==> config.mk <==
export PLATFORM = sky130hd
export DESIGN_NAME = booth_mult_unit_flat
export DESIGN_NICKNAME = d
export VERILOG_FILES = /design/src/rtl/booth_mult_unit_pkg.sv /design/src/rtl/booth_mult_unit_if.sv /design/src/rtl/booth_mult_unit_booth_step.sv /design/src/rtl/booth_mult_unit.sv /design/src/flat_wrapper.sv
export SDC_FILE = /design/constraint.sdc
export NUM_CORES = 1
export LEC_CHECK = 0
export ABC_AREA = 1
export ABC_CLOCK_PERIOD_IN_PS = 3140
export CAP_MARGIN = 30
export CORE_UTILIZATION = 40
export CTS_BUF_LIST = sky130_fd_sc_hd__clkbuf_16
export DETAILED_ROUTE_END_ITERATION = 8
export SLEW_MARGIN = 25
export SYNTH_ARGS = -nofsm -noshare
export SYNTH_HDL_FRONTEND = slang
export SYNTH_SLANG_ARGS = --single-unit
export TNS_END_PERCENT = 30
==> constraint.sdc <==
create_clock -name clk -period 3.14 [get_ports clk]
set_input_delay 0.785 -clock clk [delete_from_list [all_inputs] [get_ports clk]]
set_output_delay 0.785 -clock clk [all_outputs]
set_load 0.005 [all_outputs]
==> src/rtl/booth_mult_unit_pkg.sv <==
// booth_mult_unit_pkg
//   Shared definitions for the Booth multiplier slice: FSM state encodings
//   (also decoded by the pipeline controller for stall generation), the
//   default operand width, and the radix-2 Booth recoding helper.
package booth_mult_unit_pkg;

  localparam int WIDTH_DEF = 32;

  typedef enum logic [1:0] {
    IDLE = 2'd0,
    RUN  = 2'd1,
    DONE = 2'd2
  } state_t;

  typedef enum logic [1:0] {
    OP_NOP = 2'd0,
    OP_ADD = 2'd1,
    OP_SUB = 2'd2
  } booth_op_t;

  // Radix-2 Booth recoding of the {Q[0], q_m1} bit pair.
  function automatic booth_op_t booth_decode(input logic q0, input logic qm1);
    case ({q0, qm1})
      2'b01:   return OP_ADD;
      2'b10:   return OP_SUB;
      default: return OP_NOP;
    endcase
  endfunction

endpackage

==> src/rtl/booth_mult_unit_if.sv <==
// booth_mult_unit_if
//   Request/result bundle between the execute-stage controller (master) and
//   the multiplier (slave).
//   Signals: start, a, b (request); busy, done, product_hi, product_lo
//   (status/result); state (debug view of the multiplier FSM).
//
// Handshake: start is sampled on a rising edge only while the multiplier is
// in IDLE or DONE; a and b are captured on that same edge. busy is high for
// exactly WIDTH cycles while iterating and start is ignored then. done is a
// one-cycle pulse marking product_hi/product_lo valid; the products then hold
// until the next completion. Asserting start during the done cycle issues the
// next multiply back to back.
interface booth_mult_unit_if import booth_mult_unit_pkg::*; #(
  parameter int WIDTH = WIDTH_DEF
) ();

  logic             start;
  logic [WIDTH-1:0] a;
  logic [WIDTH-1:0] b;
  logic             busy;
  logic             done;
  logic [WIDTH-1:0] product_hi;
  logic [WIDTH-1:0] product_lo;
  state_t           state;

  modport master (
    output start, a, b,
    input  busy, done, product_hi, product_lo, state
  );

  modport slave (
    input  start, a, b,
    output busy, done, product_hi, product_lo, state
  );

endinterface

==> src/rtl/booth_mult_unit_booth_step.sv <==
// booth_step
//   One combinational radix-2 Booth iteration: add M, subtract M or keep ACC
//   according to {Q[0], q_m1}, then arithmetic right shift of {ACC', Q, q_m1}.
//   Inputs : acc (WIDTH+1), q (WIDTH), q_m1, m (WIDTH+1, sign-extended a)
//   Outputs: acc_next, q_next, q_m1_next
module booth_step import booth_mult_unit_pkg::*; #(
  parameter int WIDTH = WIDTH_DEF
) (
  input  logic [WIDTH:0]   acc,
  input  logic [WIDTH-1:0] q,
  input  logic             q_m1,
  input  logic [WIDTH:0]   m,
  output logic [WIDTH:0]   acc_next,
  output logic [WIDTH-1:0] q_next,
  output logic             q_m1_next
);

  logic [WIDTH:0] sum;

  // ACC carries one extra bit so that subtracting M = -2^(WIDTH-1) cannot overflow.
  always_comb begin
    sum = acc;
    case (booth_decode(q[0], q_m1))
      OP_ADD:  sum = acc + m;
      OP_SUB:  sum = acc - m;
      default: sum = acc;
    endcase
  end

  assign acc_next  = {sum[WIDTH], sum[WIDTH:1]};
  assign q_next    = {sum[0], q[WIDTH-1:1]};
  assign q_m1_next = q[0];

endmodule

==> src/rtl/booth_mult_unit.sv <==
// booth_mult_unit
//   Sequential signed WIDTH x WIDTH multiplier, radix-2 Booth, one iteration
//   per cycle, 2*WIDTH-bit product.
//   Ports: clk, rst (synchronous, active-low), bus (booth_mult_unit_if.slave:
//   start/a/b in; busy/done/product_hi/product_lo/state out).
//   busy and done are decoded straight from the state register, so nothing
//   combinational runs from the request inputs to any output.
module booth_mult_unit import booth_mult_unit_pkg::*; #(
  parameter int WIDTH = WIDTH_DEF
) (
  input  logic               clk,
  input  logic               rst,
  booth_mult_unit_if.slave   bus
);

  localparam int CW = $clog2(WIDTH + 1);

  state_t           state;
  logic [CW-1:0]    count;
  logic [WIDTH:0]   acc;
  logic [WIDTH:0]   m;
  logic [WIDTH-1:0] q;
  logic             q_m1;
  logic [WIDTH-1:0] product_hi;
  logic [WIDTH-1:0] product_lo;

  logic [WIDTH:0]   acc_n;
  logic [WIDTH-1:0] q_n;
  logic             q_m1_n;

  booth_step #(.WIDTH(WIDTH)) u_step (
    .acc       (acc),
    .q         (q),
    .q_m1      (q_m1),
    .m         (m),
    .acc_next  (acc_n),
    .q_next    (q_n),
    .q_m1_next (q_m1_n)
  );

  always_ff @(posedge clk) begin
    if (!rst) begin
      state      <= IDLE;
      count      <= '0;
      acc        <= '0;
      m          <= '0;
      q          <= '0;
      q_m1       <= 1'b0;
      product_hi <= '0;
      product_lo <= '0;
    end else begin
      case (state)
        IDLE, DONE: begin
          if (bus.start) begin
            m     <= {bus.a[WIDTH-1], bus.a};
            acc   <= '0;
            q     <= bus.b;
            q_m1  <= 1'b0;
            count <= CW'(WIDTH);
            state <= RUN;
          end else begin
            state <= IDLE;
          end
        end
        RUN: begin
          acc   <= acc_n;
          q     <= q_n;
          q_m1  <= q_m1_n;
          count <= count - CW'(1);
          // Last iteration: the product is the shifted pair, captured only here
          // so the outputs never show a partial result.
          if (count == CW'(1)) begin
            product_hi <= acc_n[WIDTH-1:0];
            product_lo <= q_n;
            state      <= DONE;
          end
        end
        default: state <= IDLE;
      endcase
    end
  end

  assign bus.busy       = (state == RUN);
  assign bus.done       = (state == DONE);
  assign bus.product_hi = product_hi;
  assign bus.product_lo = product_lo;
  assign bus.state      = state;

endmodule

==> src/flat_wrapper.sv <==
// flat-port wrapper written by rule: the top's interface ports become plain ports
module booth_mult_unit_flat import booth_mult_unit_pkg::*;
#(
  parameter int WIDTH = WIDTH_DEF
)
  (clk, rst, bus_start, bus_a, bus_b, bus_busy, bus_done, bus_product_hi, bus_product_lo, bus_state);
  booth_mult_unit_if #(.WIDTH(WIDTH)) bus_i ();
  input  logic clk;
  input  logic rst;
  input wire logic [$bits(bus_i.start)-1:0] bus_start;
  input wire logic [$bits(bus_i.a)-1:0] bus_a;
  input wire logic [$bits(bus_i.b)-1:0] bus_b;
  output wire logic [$bits(bus_i.busy)-1:0] bus_busy;
  output wire logic [$bits(bus_i.done)-1:0] bus_done;
  output wire logic [$bits(bus_i.product_hi)-1:0] bus_product_hi;
  output wire logic [$bits(bus_i.product_lo)-1:0] bus_product_lo;
  output wire logic [$bits(bus_i.state)-1:0] bus_state;
  assign bus_i.start = bus_start;
  assign bus_i.a = bus_a;
  assign bus_i.b = bus_b;
  assign bus_busy = bus_i.busy;
  assign bus_done = bus_i.done;
  assign bus_product_hi = bus_i.product_hi;
  assign bus_product_lo = bus_i.product_lo;
  assign bus_state = bus_i.state;
  booth_mult_unit #(.WIDTH(WIDTH)) u_core (.clk(clk), .rst(rst), .bus(bus_i));
endmodule
==> flow_summary_export.csv, run 1 <==
group,metric,value,unit
clock_tree,clk_pin_slew,0.08,ns
drt,wirelength,31200,µm
synth,syn_area_per_cell,6.70,µm²
timing,hold_viol,0,
drt,firstDrtPassIters,5,
clock_tree,root_buffer,"clkbuf_16",
hold_path,hp-class,"reg2reg",
pwr,power.leakage,5.86,nW
final_layout,antenna_cells,0,
outcome,outcome,"finished with violations",
placed_design,dp.cells,1905,
critical_path,rr_endpoint,"u_core.bus.product_hi[27]",
critical_path,path_max_fanout,4,
synth,synth_edf_count,0,
critical_path,max_stage_delay,0.40,ns
hold_path,hp-start,"u_core.bus.product_hi[19]",
timing,setup_viol,17,
drt,wl_per_cell,15.9,µm
critical_path,crit_family,"simple AND/OR/NAND/NOR gates",
final_layout,final_cell_area,13800,µm²
critical_path,cp.arrival,3.61,ns
timing,rsz0062_at_grt,"yes",
final_layout,drive_gt1_share,24.7,%
final_layout,layoutNonFillerInstCount,1962,
clock_tree,cts_tree,"done",
synth,syn_area,9440,µm²
final_layout,area_growth_syn_to_layout,45.7,%
drt,ant_nets,0,
critical_path,setup.worst_path.class,"reg2reg",
critical_path,reg2reg_slack,-0.14,ns
critical_path,worstPathRequired,3.48,ns
clock_tree,clockBufferDepth,2,
synth,ys_types,48,
pwr,switchingPower,2.23,mW
placed_design,hpwl,22100,µm
pwr,internal_power,4.20,mW
synth,synthArstFlopShare,0,%
hold_path,min_path_cells,2,
floorplanning,die_w,156,µm
synth,ys_warn_count,0,
critical_path,worstSetupStartpointType,"flip-flop",
grt,overflow,0,
floorplanning,std_cell_rows,55,
clock_tree,cts_buffers,17,
synth,synth_seq_cells,169,
floorplanning,ios,135,
timing,slew-limit-headroom,38.0,%
floorplanning,core_area,22900,µm²
final_layout,fin_util,60.0,%
synth,synth-main-ff-cell,"dfxtp_1",
clock_tree,htreeDepth,4,
grt,antenna_found_initial,2,
critical_path,reg2reg_depth,25,
critical_path,end_kind,"flip-flop",
critical_path,cp.buffers_inverters,6,
floorplanning,chipHeight,156,µm
pwr,pwr-share-seq,36.1,%
pwr,p_clk_share,34.8,%
timing,layout_min_cycle_time,3.28,ns
placed_design,gp_congestion,0.899,
timing,worst_pin_slew,0.930,ns
timing,finalMaxSlewViolations,0,
clock_tree,clkLatencyLatePin,0.44,ns
hold_path,hold_end,"u_core.bus.product_hi[19]",
pwr,vdd.ir_drop.worst,0.290,mV
placed_design,placed_area,11800,µm²
timing,period_share,104,%
timing,setup_slack,-0.137,ns
timing,max_freq,305,MHz
grt,grt_pass1_vias,9352,
final_layout,fillers,2090,
synth,yosysSeqAreaShare,35.8,%
floorplanning,start_util,41.2,%
drt,drt_iter0_markers,672,
critical_path,cpMostUsedCell,"nand2_2",
grt,grt_util_all_layers,25.8,%
pwr,power_density,468,nW/µm²
grt,grt_max_degree,79,
flow_run,cap_violations,0,
pwr,power_frac_comb,29.1,%
drt,via_per_inst,5.12,
synth,syn_inst,1408,
drt,drcViolationCount,0,
final_layout,finalNetCount,1740,
placed_design,dp_worst_setup_slack,-0.200,ns
drt,vias,10000,
grt,grt_pass1_wl,49300,µm
clock_tree,clock_sinks,169,
outcome,failed_checks,"setup timing",
critical_path,regToRegStartpoint,"u_core.m[1]",
pwr,power.total,6.43,mW
timing,skew,0.0119,ns
placed_design,numPortBuffers,134,
floorplanning,dieArea,24200,µm²
critical_path,cpMaxStageDelayCell,"ha_2",
synth,syn-num-nets,1512,
pwr,p_sw_share,34.6,%
[worst max-delay path by stage]
stage / slack [ns] / startpoint / cells past startpoint / endpoint
after detailed placement: -0.20 / u_core.m[1] / 24 / u_core.bus.product_hi[30]
after global placement: -0.16 / u_core.m[1] / 22 / u_core.bus.product_hi[26]
after floorplan: 0.33 / u_core.q_m1 / 20 / u_core.bus.product_hi[31]
after global routing: -0.37 / u_core.m[0] / 23 / u_core.acc[31]
after CTS: -0.04 / u_core.m[1] / 27 / u_core.acc[31]
final: -0.14 / u_core.m[1] / 25 / u_core.bus.product_hi[27]
[cell usage after synthesis, types with 14 or more instances]
library cell,n,area share [%]
a21oi_1,85,4.5
a221oi_1,30,2.8
buf_1,16,0.64
buf_2,15,0.80
clkbuf_1,32,1.3
dfxtp_1,169,36
ha_1,36,4.8
inv_1,134,5.3
nand2_1,302,12
nand3_1,124,6.6
nor2_1,210,8.3
nor3_1,14,0.74
o21ai_0,77,4.1
o21ai_1,29,1.5
or2_2,16,1.1
xnor2_1,18,1.7
xor2_1,15,1.4
[layer usage]
metal	wire, µm	GRT usage (%)	share of wire (%)
met5	27	0	0.086
met4	476	5.60	1.5
met3	1400	4.00	4.5
met2	14200	40.1	46
met1	15100	37.3	48
[worst register-to-register path, cell delays in order, from the launching register on]
cell      delay (ns)
dfxtp_2         0.34
inv_4           0.07
buf_4           0.11
ha_4            0.12
nand2_2         0.07
nor2_4          0.12
nand2_2         0.06
inv_2           0.09
a31oi_1         0.09
xnor2_1         0.35
ha_2            0.40
buf_4           0.16
nand2_4         0.09
inv_2           0.04
nand2_2         0.06
nand2_2         0.07
nand2_2         0.08
nand3_2         0.11
a21oi_2         0.20
nand2_1         0.07
nand2_1         0.05
nand3_1         0.08
nand2_1         0.09
nand2_1         0.09
o211ai_1        0.10
inv_1           0.05
[registers in the layout, summed over array words and instances, names as in the netlist]
signal,count
u_core.q,32
u_core.bus.product_lo,32
u_core.m,32
u_core.q_m1,1
u_core.bus.state,2
u_core.acc,32
u_core.count,6
u_core.bus.product_hi,32
[stage by stage]
step | setup TNS, ns | hold slack (ns)
final | -0.720 | 0.474
after global routing | -6.67 | 0.496
after CTS | -0.204 | 0.476
after detailed placement | -3.49 | 0.463
after global placement | -1.68 | 0.450
after floorplan | 0 | 0.440
[power groups by stage]
stage               combinational (mW)  sequential [mW]  clock [mW]
global route                      2.05             2.34        2.37
CTS                               1.57             2.31        2.28
floorplan                        0.895             2.35           0
global placement                  1.47             2.36           0
finish                            1.87             2.32        2.24
detailed placement                1.49             2.36           0
[area by class of cell]
| type | count | area (µm²) | area share [%] |
|---|---|---|---|
| clock buffer | 17 | 425 | 3.09 |
| clock inverter | 15 | 203 | 1.47 |
| inverter | 145 | 554 | 4.03 |
| multi-input combinational | 1031 | 6360 | 46.2 |
| sequential | 169 | 3390 | 24.6 |
| tap | 313 | 392 | 2.85 |
| timing repair buffer | 272 | 2430 | 17.7 |
[layout by cell type (no fill, tap or decap), types with 6 or more instances in the layout]
| master | synthesis | final |
|---|---|---|
| nand2_1 | 302 | 252 |
| nor2_1 | 210 | 186 |
| dfxtp_1 | 169 | 166 |
| clkdlybuf4s50_1 | 0 | 133 |
| buf_4 | 0 | 126 |
| inv_1 | 134 | 121 |
| nand3_1 | 124 | 111 |
| o21ai_0 | 77 | 65 |
| a21oi_1 | 85 | 60 |
| nand2_2 | 8 | 44 |
| o21ai_1 | 29 | 35 |
| a221oi_1 | 30 | 30 |
| a21oi_2 | 2 | 21 |
| ha_4 | 0 | 19 |
| inv_2 | 7 | 17 |
| nor2_2 | 7 | 17 |
| clkbuf_16 | 0 | 17 |
| nor2_4 | 2 | 16 |
| or2_2 | 16 | 16 |
| nand2_4 | 0 | 14 |
| ha_1 | 36 | 13 |
| nand3_2 | 1 | 12 |
| buf_6 | 0 | 10 |
| xor2_1 | 15 | 9 |
| nor3_1 | 14 | 8 |
| xnor2_1 | 18 | 8 |
| xnor2_2 | 0 | 8 |
| nor3_4 | 1 | 6 |
| xor2_2 | 0 | 6 |
| a21oi_4 | 0 | 6 |
[timing repair]
item | CTS | global route
hold buffers | 0 | 0
endpoints found under the setup margin | 36 | 48
pin swaps | 17 | 53
gates resized for setup | 61 | 202
endpoints found under the hold margin | 0 | 0
buffers inserted | 7 | 18
cloned | 0 | 0
[kinds of logic after synthesis]
family	share of synthesized area, %
AO/OA/AOI/OAI	16.0
XOR/XNOR	3.06
adder cells (fa/ha/maj)	4.98
buffers and inverters	8.48
flip-flops	35.8
AND/OR/NAND/NOR	31.6
(Power assumes the default switching activity.)
==> run 2: changes to the inputs <==
Settings changed: ABC_CLOCK_PERIOD_IN_PS 3140 to 2700, CORE_UTILIZATION 40 to 35.
Clock period 3.14 ns to 2.7 ns, I/O delays scaled along.
==> flow_summary_export.csv, run 2 (synthesis results as in run 1) <==
group,metric,value,unit
critical_path,cp.arrival,3.65,ns
floorplanning,core_area,26300,µm²
timing,layout_min_cycle_time,3.32,ns
floorplanning,chipHeight,166,µm
pwr,power_density,541,nW/µm²
timing,finalSetupTns,-19.39,ns
clock_tree,clock_sinks,169,
clock_tree,clkLatencyLatePin,0.44,ns
critical_path,max_stage_delay,0.33,ns
critical_path,setup.worst_path.class,"reg2reg",
placed_design,numPortBuffers,134,
clock_tree,htreeDepth,4,
placed_design,hpwl,23400,µm
drt,vias,10300,
final_layout,multiInputGateArea,6170,µm²
timing,slew-limit-headroom,39.1,%
pwr,vdd.ir_drop.worst,0.309,mV
hold_path,min_path_cells,2,
pwr,power.total,7.58,mW
final_layout,fillers,2638,
pwr,internal_power,4.93,mW
timing,setup_viol,52,
critical_path,path_max_fanout,3,
critical_path,worstSetupStartpointType,"flip-flop",
final_layout,ff_latch_area,3390,µm²
timing,hold_viol,0,
clock_tree,clk_pin_slew,0.08,ns
critical_path,regToRegStartpoint,"u_core.m[1]",
pwr,pwr-share-seq,35.5,%
timing,hold_slack,0.470,ns
drt,wirelength,32200,µm
hold_path,hp-start,"u_core.q_m1",
drt,ant_nets,0,
timing,setup_slack,-0.615,ns
drt,drcViolationCount,1,
drt,firstDrtPassIters,7,
critical_path,reg2reg_depth,26,
final_layout,final_cell_area,14000,µm²
timing,skew,0.0166,ns
floorplanning,dieArea,27600,µm²
placed_design,placed_area,12300,µm²
pwr,p_clk_share,34.1,%
grt,grt_util_all_layers,23.0,%
outcome,outcome,"finished with violations",
grt,antenna_found_initial,0,
hold_path,hold_end,"u_core.q_m1",
drt,via_per_inst,5.02,
timing,rsz0062_at_grt,"yes",
clock_tree,cts_tree,"done",
flow_run,cap_violations,0,
drt,wl_per_cell,15.7,µm
floorplanning,die_w,166,µm
final_layout,fin_util,53.3,%
timing,finalMaxSlewViolations,0,
clock_tree,root_buffer,"clkbuf_16",
critical_path,cpMaxStageDelayCell,"dfxtp_2",
final_layout,antenna_cells,0,
timing,worst_pin_slew,0.913,ns
critical_path,rr_endpoint,"u_core.bus.product_hi[27]",
clock_tree,cts_buffers,17,
timing,max_freq,302,MHz
pwr,power_frac_comb,30.5,%
clock_tree,clockBufferDepth,2,
final_layout,layout_commonest_cell,"nand2_1",
grt,grt_max_degree,91,
grt,grt_pass1_vias,9657,
pwr,p_sw_share,35.0,%
critical_path,reg2reg_slack,-0.62,ns
critical_path,cpMostUsedCell,"nand2_1",
floorplanning,std_cell_rows,59,
placed_design,gp_congestion,0.895,
grt,grt_pass1_wl,50800,µm
pwr,power.leakage,6.05,nW
pwr,switchingPower,2.65,mW
final_layout,area_growth_syn_to_layout,48.5,%
drt,drt_iter0_markers,624,
outcome,failed_checks,"DRC, setup timing",
floorplanning,start_util,35.9,%
timing,period_share,123,%
floorplanning,ios,135,
critical_path,end_kind,"flip-flop",
final_layout,layout_common_cells,"nand2_1, buf_4, nor2_1",
final_layout,finalNetCount,1801,
hold_path,hp-class,"reg2reg",
critical_path,worstPathRequired,3.04,ns
grt,overflow,0,
final_layout,drive_gt1_share,27.3,%
==> run 2: changes by cell type in the layout (fill, tap and decap cells not counted), sizes merged <==
cell / before / now
clkinv: 11 / 12
buf: 139 / 200
bufinv: 1 / 0
==> run 2: cell type report <==
class                           count  share of cell area [%]
Multi-Input combinational cell   1031                    44.0
Sequential cell                   169                    24.2
Timing Repair Buffer              333                    20.5
Inverter                          145                    3.90
Clock buffer                       17                    3.03
Tap cell                          335                    2.99
Clock inverter                     15                    1.37
==> run 2: through the flow <==
step	worst slack (ns)	std cells
floorplan	-0.0293	1408
global placement	-0.695	1991
detailed placement	-0.674	1991
CTS	-0.600	2032
global route	-0.835	2045
finish	-0.615	2045
==> run 2: power groups by stage <==
stage	Clock [mW]	Sequential, mW	Combinational, mW
after floorplan	0	2.73	1.05
after global placement	0	2.74	1.91
after detailed placement	0	2.74	1.92
after CTS	2.63	2.69	2.10
after global routing	2.74	2.70	2.51
final	2.58	2.69	2.31
==> run 2: critical path, delay by kind of cell, from the launching register on <==
family                     cells  cell delay (ns)
xor gates and xnor gates       1             0.14
and+or+nand+nor               12             1.11
buffers and inverters          7             0.74
AOI/OAI and AO/OA              5             0.72
DFF                            1             0.33
adders and majority gates      1             0.16
==> run 2: worst max-delay path by stage <==
stage,startpoint,end,slack [ns],cells after the start
final,u_core.m[1],u_core.bus.product_hi[27],-0.62,26
after global routing,u_core.m[1],u_core.bus.product_hi[27],-0.84,27
after CTS,u_core.m[1],u_core.bus.product_hi[27],-0.60,24
after detailed placement,u_core.m[1],u_core.bus.product_hi[27],-0.67,23
after global placement,u_core.m[1],u_core.bus.product_hi[28],-0.70,23
after floorplan,u_core.m[2],u_core.bus.product_hi[27],-0.03,24
==> run 2: repair_timing <==
action,in CTS,in global routing
setup buffers,9,13
gates resized for setup,115,119
hold buffers,0,0
endpoints found under the setup margin,57,57
cloned,0,0
pin swaps,34,54
==> run 2: layer usage <==
metal  track usage (%)  vias up  share of wire [%]
li1                  -     5205                  -
met1              33.4     4778                 50
met2              35.3      231                 44
met3              2.84       43                3.6
met4              7.25        0                2.0
met5                 0        -                  0
